File: src/rtl/ddr3_axi_bist.sv
// Write-then-read memory BIST for a DDR3 AXI4 slave: fills num_bursts INCR bursts
// with an address-derived pattern, reads them back and counts/locates mismatches.
module ddr3_axi_bist #(
    parameter int BURST_LEN = 16
) (
    input  logic        clk,
    input  logic        rst_n,
    input  logic        start,
    input  logic [31:0] base_addr,
    input  logic [15:0] num_bursts,
    output logic        busy,
    output logic        done,
    output logic        pass,
    output logic [15:0] err_count,
    output logic [31:0] first_err_addr,

    output logic [31:0] axi4_awaddr,
    output logic [7:0]  axi4_awlen,
    output logic [1:0]  axi4_awburst,
    output logic        axi4_awvalid,
    input  logic        axi4_awready,

    output logic [31:0] axi4_wdata,
    output logic [3:0]  axi4_wstrb,
    output logic        axi4_wlast,
    output logic        axi4_wvalid,
    input  logic        axi4_wready,

    input  logic [1:0]  axi4_bresp,
    input  logic        axi4_bvalid,
    output logic        axi4_bready,

    output logic [31:0] axi4_araddr,
    output logic [7:0]  axi4_arlen,
    output logic [1:0]  axi4_arburst,
    output logic        axi4_arvalid,
    input  logic        axi4_arready,

    input  logic [31:0] axi4_rdata,
    input  logic [1:0]  axi4_rresp,
    input  logic        axi4_rlast,
    input  logic        axi4_rvalid,
    output logic        axi4_rready
);

    localparam logic [7:0]  LAST_BEAT = 8'(BURST_LEN - 1);
    localparam logic [31:0] STRIDE    = 32'(BURST_LEN * 4);
    localparam logic [31:0] PATTERN   = 32'hA5A5A5A5;

    typedef enum logic [2:0] {
        IDLE,
        WA,
        WD,
        WB,
        RA,
        RD,
        FIN
    } state_t;

    state_t      r_state;
    state_t      w_next;

    logic        r_busy;
    logic        r_done;
    logic [15:0] r_err_count;
    logic [31:0] r_first_err_addr;
    logic [31:0] r_base;
    logic [31:0] r_addr;
    logic [15:0] r_num_bursts;
    logic [15:0] r_burst_cnt;
    logic [7:0]  r_beat;

    logic [31:0] w_beat_addr;
    logic [31:0] w_expect;
    logic        w_last_beat;
    logic        w_last_burst;
    logic        w_b_err;
    logic        w_r_err;
    logic        w_err;
    logic [31:0] w_err_addr;

    // The pattern is a pure function of the beat address, so the read side
    // regenerates it instead of storing what was written.
    assign w_beat_addr  = r_addr + {22'd0, r_beat, 2'b00};
    assign w_expect     = w_beat_addr ^ PATTERN;
    assign w_last_beat  = (r_beat == LAST_BEAT);
    assign w_last_burst = (r_burst_cnt == r_num_bursts - 16'd1);

    assign w_b_err = (r_state == WB) && axi4_bvalid && (axi4_bresp != 2'b00);
    assign w_r_err = (r_state == RD) && axi4_rvalid &&
                     ((axi4_rdata != w_expect) || (axi4_rresp != 2'b00) ||
                      (axi4_rlast != w_last_beat));
    assign w_err      = w_b_err || w_r_err;
    assign w_err_addr = (r_state == WB) ? r_addr : w_beat_addr;

    always_ff @(posedge clk or negedge rst_n) begin
        if (!rst_n) begin
            r_state <= IDLE;
        end else begin
            // NOTE: state and datapath registers use non-blocking assignment so every
            // flop samples pre-edge values regardless of process evaluation order.
            r_state <= w_next;
        end
    end

    always_comb begin
        // NOTE: every output of this block gets a default first, so no path can
        // leave a value unassigned and infer a latch.
        w_next       = r_state;
        axi4_awvalid = 1'b0;
        axi4_wvalid  = 1'b0;
        axi4_bready  = 1'b0;
        axi4_arvalid = 1'b0;
        axi4_rready  = 1'b0;
        case (r_state)
            IDLE: begin
                if (start) begin
                    w_next = (num_bursts == 16'd0) ? FIN : WA;
                end
            end
            WA: begin
                axi4_awvalid = 1'b1;
                if (axi4_awready) w_next = WD;
            end
            WD: begin
                axi4_wvalid = 1'b1;
                if (axi4_wready && w_last_beat) w_next = WB;
            end
            WB: begin
                axi4_bready = 1'b1;
                if (axi4_bvalid) w_next = w_last_burst ? RA : WA;
            end
            RA: begin
                axi4_arvalid = 1'b1;
                if (axi4_arready) w_next = RD;
            end
            RD: begin
                axi4_rready = 1'b1;
                if (axi4_rvalid && w_last_beat) w_next = w_last_burst ? FIN : RA;
            end
            FIN:     w_next = IDLE;
            default: w_next = IDLE;
        endcase
    end

    always_ff @(posedge clk or negedge rst_n) begin
        if (!rst_n) begin
            r_busy           <= 1'b0;
            r_done           <= 1'b0;
            r_err_count      <= 16'd0;
            r_first_err_addr <= 32'd0;
            r_base           <= 32'd0;
            r_addr           <= 32'd0;
            r_num_bursts     <= 16'd0;
            r_burst_cnt      <= 16'd0;
            r_beat           <= 8'd0;
        end else begin
            case (r_state)
                IDLE: begin
                    if (start) begin
                        r_busy           <= 1'b1;
                        r_done           <= 1'b0;
                        r_err_count      <= 16'd0;
                        r_first_err_addr <= 32'd0;
                        r_base           <= base_addr & ~32'h3;
                        r_addr           <= base_addr & ~32'h3;
                        r_num_bursts     <= num_bursts;
                        r_burst_cnt      <= 16'd0;
                        r_beat           <= 8'd0;
                    end
                end
                WD: begin
                    if (axi4_wready) r_beat <= w_last_beat ? 8'd0 : r_beat + 8'd1;
                end
                WB: begin
                    if (axi4_bvalid) begin
                        if (w_last_burst) begin
                            r_burst_cnt <= 16'd0;
                            r_addr      <= r_base;
                        end else begin
                            r_burst_cnt <= r_burst_cnt + 16'd1;
                            r_addr      <= r_addr + STRIDE;
                        end
                    end
                end
                RD: begin
                    if (axi4_rvalid) begin
                        // A missing rlast still closes the burst on the last beat.
                        if (w_last_beat) begin
                            r_beat      <= 8'd0;
                            r_burst_cnt <= r_burst_cnt + 16'd1;
                            r_addr      <= r_addr + STRIDE;
                        end else begin
                            r_beat <= r_beat + 8'd1;
                        end
                    end
                end
                FIN: begin
                    r_busy <= 1'b0;
                    r_done <= 1'b1;
                end
                default: ;
            endcase

            if (w_err) begin
                if (r_err_count != 16'hFFFF) r_err_count <= r_err_count + 16'd1;
                if (r_err_count == 16'd0)    r_first_err_addr <= w_err_addr;
            end
        end
    end

    assign busy           = r_busy;
    assign done           = r_done;
    assign pass           = r_done && (r_err_count == 16'd0);
    assign err_count      = r_err_count;
    assign first_err_addr = r_first_err_addr;

    assign axi4_awaddr  = (r_state == WA) ? r_addr    : 32'd0;
    assign axi4_awlen   = (r_state == WA) ? LAST_BEAT : 8'd0;
    assign axi4_awburst = (r_state == WA) ? 2'b01     : 2'b00;

    assign axi4_wdata = (r_state == WD) ? w_expect : 32'd0;
    assign axi4_wstrb = (r_state == WD) ? 4'hF     : 4'h0;
    assign axi4_wlast = (r_state == WD) && w_last_beat;

    assign axi4_araddr  = (r_state == RA) ? r_addr    : 32'd0;
    assign axi4_arlen   = (r_state == RA) ? LAST_BEAT : 8'd0;
    assign axi4_arburst = (r_state == RA) ? 2'b01     : 2'b00;

endmodule

File: config.mk
export PLATFORM = sky130hd
export DESIGN_NAME = ddr3_axi_bist
export DESIGN_NICKNAME = d
export VERILOG_FILES = /design/src/rtl/ddr3_axi_bist.sv
export SDC_FILE = /design/constraint.sdc
export NUM_CORES = 1
export LEC_CHECK = 0
export CORE_MARGIN = 5
export CORE_UTILIZATION = 55
export DETAILED_ROUTE_END_ITERATION = 10
export GPL_TIMING_DRIVEN = 0
export PLACE_DENSITY = 0.95
export SKIP_LAST_GASP = 1
export SLEW_MARGIN = 15
export SYNTH_ARGS = -nofsm -noshare
export SYNTH_HDL_FRONTEND = slang
export SYNTH_SLANG_ARGS = --single-unit
File: constraint.sdc
create_clock -name clk -period 6.06 [get_ports clk]
set_input_delay 0.606 -clock clk [delete_from_list [all_inputs] [get_ports clk]]
set_output_delay 0.606 -clock clk [all_outputs]
set_load 0.005 [all_outputs]
After elaboration in Yosys (flattened, before gate mapping):

Index checks and enable logic that the tools add are counted.

* bits in registers: 155
* bits of input ports: 93
* output and inout bits: 177
* memories: 0
* bits in writable memories: 0
* memory bits (read-only): 0
* word-level logic and storage cells: 114
* latch bits: 0

* bitwise operators: 1
* reductions and logical operators: 24
* shifts and indexed selects: 0
* $add $sub $neg: 6
* multiplexer cells: 53
* $mul: 0
* equality and inequality tests: 20
* order comparisons: 0
* divide/modulo/power cells: 0

Operator list (number)
* $mux W32: 13
* $mux W16: 9
* $pmux W32 S3: 1
* $pmux W16 S3: 1
* $add A16 B1 Y16 const B: 2
* $add A32 B10 Y32: 1
* $add A32 B7 Y32 const B: 1
* $logic_not A16 Y1: 2
* $mux W8: 4
* $ne A32 B32 Y1: 1
* $mux W3: 8
* $pmux W8 S3: 1
* $pmux W3 S6: 1
* $eq A16 B16 Y1: 1
* $ne A16 B16 Y1 const B: 1
* $ne A2 B2 Y1 const B: 8
* $not A16 Y16: 1
* $sub A16 B1 Y16 const B: 1
* $mux W4: 3
* $eq A3 B3 Y1 const B: 3
* $mux W1: 9
* $add A8 B1 Y8 const B: 1
* $eq A8 B4 Y1 const B: 1
* $logic_and A1 B1 Y1: 8
* 14 further kinds: 22

Longest topological paths before layout:

* word-level depth: 8
* gate-level depth with buffers: 15
* mapped depth without buffers: 13

Least setup slack after synthesis:

OpenSTA, ideal clock, no wires.

* path type: reg-to-reg
* start: register r_beat[0]
* end: register r_err_count[4] (netlist: err_count[4])
* cell stages (with the launch flop): 15
* path slack: 2.511 ns
* clock period less this slack: 3.549 ns
* setup time: 0.126 ns
* arrival: 3.423 ns
* path through: dfrtp_1 ha_1 inv_1 fa_1 nand2b_1 a211o_1 a21oi_2 a21oi_1 o21a_1 a2111oi_0 nand4_1 o31ai_2 buf_4 nor2_1 a311o_1

* word-level cells in the longest chain between the ends: 8
* elaborated cells between the ends (all ways): 10
* classes of those cells: 1 x add/sub; 3 x eq/ne; 1 x mux; 1 x bitwise; 4 x reduce/logical

RTL lines
* from (decl): RTL line 71 `logic [7:0] r_beat;`
* from (signal assigned): RTL line 173 `if (axi4_wready) r_beat <= w_last_beat ? 8'd0 : r_beat + 8'd1;`
* from (signal assigned): RTL line 194 `r_beat <= r_beat + 8'd1;`
* $add A32 B10 Y32: RTL line 84 `assign w_beat_addr = r_addr + {22'd0, r_beat, 2'b00};`
* $not A16 Y16 (no source line)
* $ne A32 B32 Y1: RTL line 91 `((axi4_rdata != w_expect) || (axi4_rresp != 2'b00) ||`
* $logic_or A1 B1 Y1: RTL line 91
* $logic_or A1 B1 Y1 *: RTL line 91
* $logic_and A1 B1 Y1 *: RTL line 90 `assign w_r_err = (r_state == RD) && axi4_rvalid &&`
* $logic_or A1 B1 Y1 *: RTL line 93 `assign w_err = w_b_err || w_r_err;`
* $mux W16 *: RTL line 205 `if (w_err) begin`
* to (signal assigned): RTL line 206 `if (r_err_count != 16'hFFFF) r_err_count <= r_err_count + 16'd1;`
* to (decl): RTL line 65 `logic [15:0] r_err_count;`

Every way passes the cells marked *; elsewhere a longest branch is shown, timed or not.
A chain may end at the register's enable or synchronous reset.

Worst setup path after layout:

* start: register r_addr[2]
* end: output port axi4_wdata[20]

* word-level cells in the longest chain between the ends: 2

RTL lines
* from (decl): RTL line 68 `logic [31:0] r_addr;`
* from (signal assigned): RTL line 166 `r_addr <= base_addr & ~32'h3;`
* from (signal assigned): RTL line 179 `r_addr <= r_base;`
* from (signal assigned): RTL line 182 `r_addr <= r_addr + STRIDE;`
* $add A32 B10 Y32: RTL line 84
* $mux W32: RTL line 222 `assign axi4_wdata = (r_state == WD) ? w_expect : 32'd0;`
* to (decl): RTL line 23 `output logic [31:0] axi4_wdata,`

Every way passes these cells.

==> summary.txt <==
Status
  – Run status: completed

Critical path
  – Crit path max fanout: 10
  – Startpoint type of the worst setup path: flop
  – Source of the critical timing path: r_addr[2]
  – Reg-to-reg setup timing slack: around 1600 ps
  – Slowest cell on the critical path: sky130_fd_sc_hd__clkdlybuf4s50_1
  – Capture point of the critical path: axi4_wdata[20]
  – Kind of critical path: flop to primary output
  – FF-to-FF End: first_err_addr[4]
  – Most repeated library cell on the critical path: sky130_fd_sc_hd__a211o_1
  – Arrival time at the worst endpoint: 3940 ps
  – Reg-to-reg startpoint: r_addr[2]
  – Crit. End Element: primary output
  – Depth of the worst register-to-register path: 14
  – Largest stage delay on the critical path: approximately 570 ps
  – Critical Path, Cell by Cell: ha_1 > inv_1 > fa_1 > nand2b_1 > a211o_1 > a211o_1 > buf_2 > or3_1 > a21oi_1 > clkdlybuf4s50_1
  – Req. time, crit path: between 5000 and 6000 ps

Final layout
  – Commonest cells after routing, fill and taps aside: 265 x sky130_fd_sc_hd__nand2_1, 251 x sky130_fd_sc_hd__clkdlybuf4s50_1, 154 x sky130_fd_sc_hd__nor2_1
  – Area growth from synthesis to layout: 31.4%
  – Fill count: about 1,600
  – Fraction of layout instances using a drive strength above 1: 6.10%
  – Final std cells w/o fill: approximately 2,000
  – Most common library cell in the layout ignoring fill and taps: sky130_fd_sc_hd__nand2_1
  – Number of nets in the layout: 1,816
  – Area used by sequential logic in the layout: approximately 0.0038 mm²
  – Final core utilization: between 70% and 80%
  – Area of the multi-input gates: between 0.006 and 0.007 mm²

Synthesis
  – Dominant register cell in the synthesized netlist: sky130_fd_sc_hd__dfrtp_1
  – Async S/R FF share, synth: 100%
  – Count of yosys warnings during synthesis: 0
  – Post-Synthesis Cells: approximately 1,400
  – EDFF count, synth: 0
  – Post-synth design cell area: 0.0113 mm²
  – Share of the yosys chip area belonging to registers: roughly a third
  – Register bit count reported by yosys: about 150
  – Number of distinct library cells after synthesis: 86
  – Average footprint of a synthesized cell: 7.95 µm²

STA
  – Final hold violation count: 0
  – Max-slew violations: 0
  – Max-slew headroom at the worst pin: 30.8%
  – Post-route clock period utilization: about three quarters
  – Slew of the pin with the lowest slew margin: about 1000 ps
  – Post-Route Hold Slack: approximately 46 ps
  – Final critical-path required period: roughly 4500 ps
  – RSZ-0062 raised after global routing: no
  – Maximum clock rate: ~220 MHz
  – Worst clock skew: between 10 and 15 ps
  – Setup tns final: 0 ps
  – Post-route worst setup slack: roughly 1500 ps
  – Number of endpoints failing setup at the final stage: 0

Detailed routing
  – Sum of routed wire length over all layers: approximately 42,000 µm
  – Detailed-route via count: 12,181
  – Detailed Route Iter0 Violations: 1,542
  – Number of nets with antenna violations after detailed routing: 0
  – Number of detailed-routing iterations run before antenna repair: 7
  – Remaining DRCs: 0
  – Post-detailed-route wirelength per cell: between 20 and 25 µm
  – Post-DR vias/cell: approximately 6.1

Hold path
  – Class of the worst hold path: input port to async pin

Global route
  – Maximum number of pins on one net before global-route repair: approximately 110
  – Via count of the first global-routing pass: between 10,000 and 15,000
  – Global-route wire length before repair: approximately 64,000 µm
  – Total global routing overflow: 0
  – Initial antenna violation count: 1
  – Global-route total usage across every layer: 33.9%

Place
  – Number of buffer cells added on primary ports: 252
  – DP Wirelength: approximately 32,000 µm
  – Worst slack, placed: ~1700 ps
  – Gp weighted congestion: approximately 1.0
  – Cells after DPL: 1,959

Pwr
  – Total net switching power: approximately 2900 µW
  – Portion of total power attributed to sequential cells: 26.7%
  – Cell internal pwr: 3530 µW
  – Clock Power Share: between 10% and 20%
  – Fraction of power spent switching nets: a little under half
  – Relative contribution of combinational cells to total power: ~56%
  – IR Drop Worst-Case VDD: between 0.0002 and 0.0003 V
  – Ratio of total power to cell area: about 440 mW/mm²
  – Leakage dissipation: around 0.0063 µW

CTS
  – Total clock buffers created by CTS: 17
  – Clock tree from TritonCTS: built
  – Root Driver: sky130_fd_sc_hd__clkbuf_16
  – Clk sink count: approximately 150
  – Skew-Pair Late Insertion Delay: ~450 ps
  – Number of buffers between clock root and the deepest sink: 2
  – CTS H-tree lvls: 4
  – Cts repair resizes: 0
  – Clock transition at the register clock pins on the worst setup and hold paths after CTS: around 70 ps
  – Cts hold-fix bufs: 0
  – Post-CTS Repair Setup Buffers: 0

Floorplan
  – Effective utilization at floorplan: between 50% and 60%
  – Die span in x: 153 µm
  – Total die area: 0.0235 mm²
  – Core area: around 0.02 mm²
  – Row count: 52
  – Die height: between 150 and 200 µm
  – Number of primary I/O pins: 270

Job
  – Number of max-cap violations: 0
-- state kept, by name, indices dropped and copies added (netlist names) --
| register | count |
|---|---|
| r_state | 3 |
| r_addr | 30 |
| done | 1 |
| r_beat | 8 |
| r_num_bursts | 16 |
| first_err_addr | 32 |
| r_base | 30 |
| busy | 1 |
| err_count | 16 |
| r_burst_cnt | 16 |
-- Yosys cell counts, drive strengths merged, types with 5 or more instances --
master / instances / area share [%]
nand2: 266 / 8.9
nor2: 155 / 5.2
dfrtp: 153 / 34
o21ai: 78 / 3.5
clkbuf: 67 / 2.2
xnor2: 65 / 5.0
mux2i: 62 / 5.5
nand3: 56 / 2.6
buf: 54 / 3.1
xor2: 54 / 4.2
and3: 42 / 2.3
a21oi: 41 / 1.9
nor3: 36 / 1.7
and2: 34 / 1.9
inv: 28 / 0.93
nor4: 23 / 1.5
nand4: 21 / 1.2
a221oi: 16 / 1.2
a22oi: 14 / 0.93
ha: 14 / 1.6
or3: 12 / 0.66
o31ai: 9 / 0.64
o211ai: 8 / 0.53
a31oi: 7 / 0.39
o22ai: 7 / 0.39
nand2b: 6 / 0.33
a2111oi: 5 / 0.39
a211o: 5 / 0.39
a211oi: 5 / 0.33
nor2b: 5 / 0.28
o21a: 5 / 0.33
or2: 5 / 0.28
-- worst max-delay path: cells and delay by family (launching register included) --
| kind | cells | cell delay (ps) |
|---|---|---|
| AOI/OAI and AO/OA | 3 | 1020 |
| buffers and inverters | 3 | 860 |
| adders and majority gates | 2 | 620 |
| and+or+nand+nor | 2 | 550 |
| DFF | 1 | 450 |
-- per-stage QoR --
step / power (µW) / area, µm²
after floorplan: 3740 / 11400
after global placement: 5140 / 14200
after detailed placement: 5270 / 14200
after CTS: 6370 / 14800
after global routing: 6810 / 14800
final: 6460 / 14800
-- worst min-delay path by stage --
| stage | end |
|---|---|
| global placement | r_base[10] |
| global route | first_err_addr[5] |
| floorplan | busy |
| detailed placement | r_base[17] |
| CTS | first_err_addr[5] |
| finish | first_err_addr[5] |
-- power by group through the flow --
stage,Sequential (µW),Combinational (µW),Clock (µW)
after floorplan,1630,2110,0
after global placement,1710,3430,0
after global routing,1760,3910,1140
after CTS,1710,3570,1090
final,1730,3640,1090
after detailed placement,1720,3540,0
-- logic make-up (layout without fill, tap and decap cells) --
group / count (synthesis) / count (layout) / synth area share (%)
AND/OR/NAND/NOR: 684 / 684 / 28.7
adder cells (fa/ha/maj): 15 / 15 / 1.73
multiplexers: 65 / 65 / 5.79
other: 1 / 16 / 0.0332
flip-flops: 153 / 153 / 33.9
buffers and inverters: 150 / 435 / 6.31
AO/OA/AOI/OAI: 230 / 230 / 13.3
XOR/XNOR: 124 / 124 / 10.2
-- area by class of cell --
class / count / share of cell area (%)
multi-input cells: 1133 / 45.9
flip-flops and latches: 153 / 25.8
repair buffers: 253 / 17.2
plain buffers: 121 / 4.07
clock buffers: 20 / 3.14
well taps: 270 / 2.28
clock inverters: 12 / 0.868
inverters: 29 / 0.733
diodes: 1 / 0.0169
-- metal layers --
layer,vias up,GRT usage (%),wire length (µm)
met5,-,0,0
met1,5689,44.4,15500
met3,174,7.41,4790
li1,5465,-,-
met4,0,17.0,2320
met2,853,53.2,18900
Note: power is estimated with default switching activity, not from simulation.
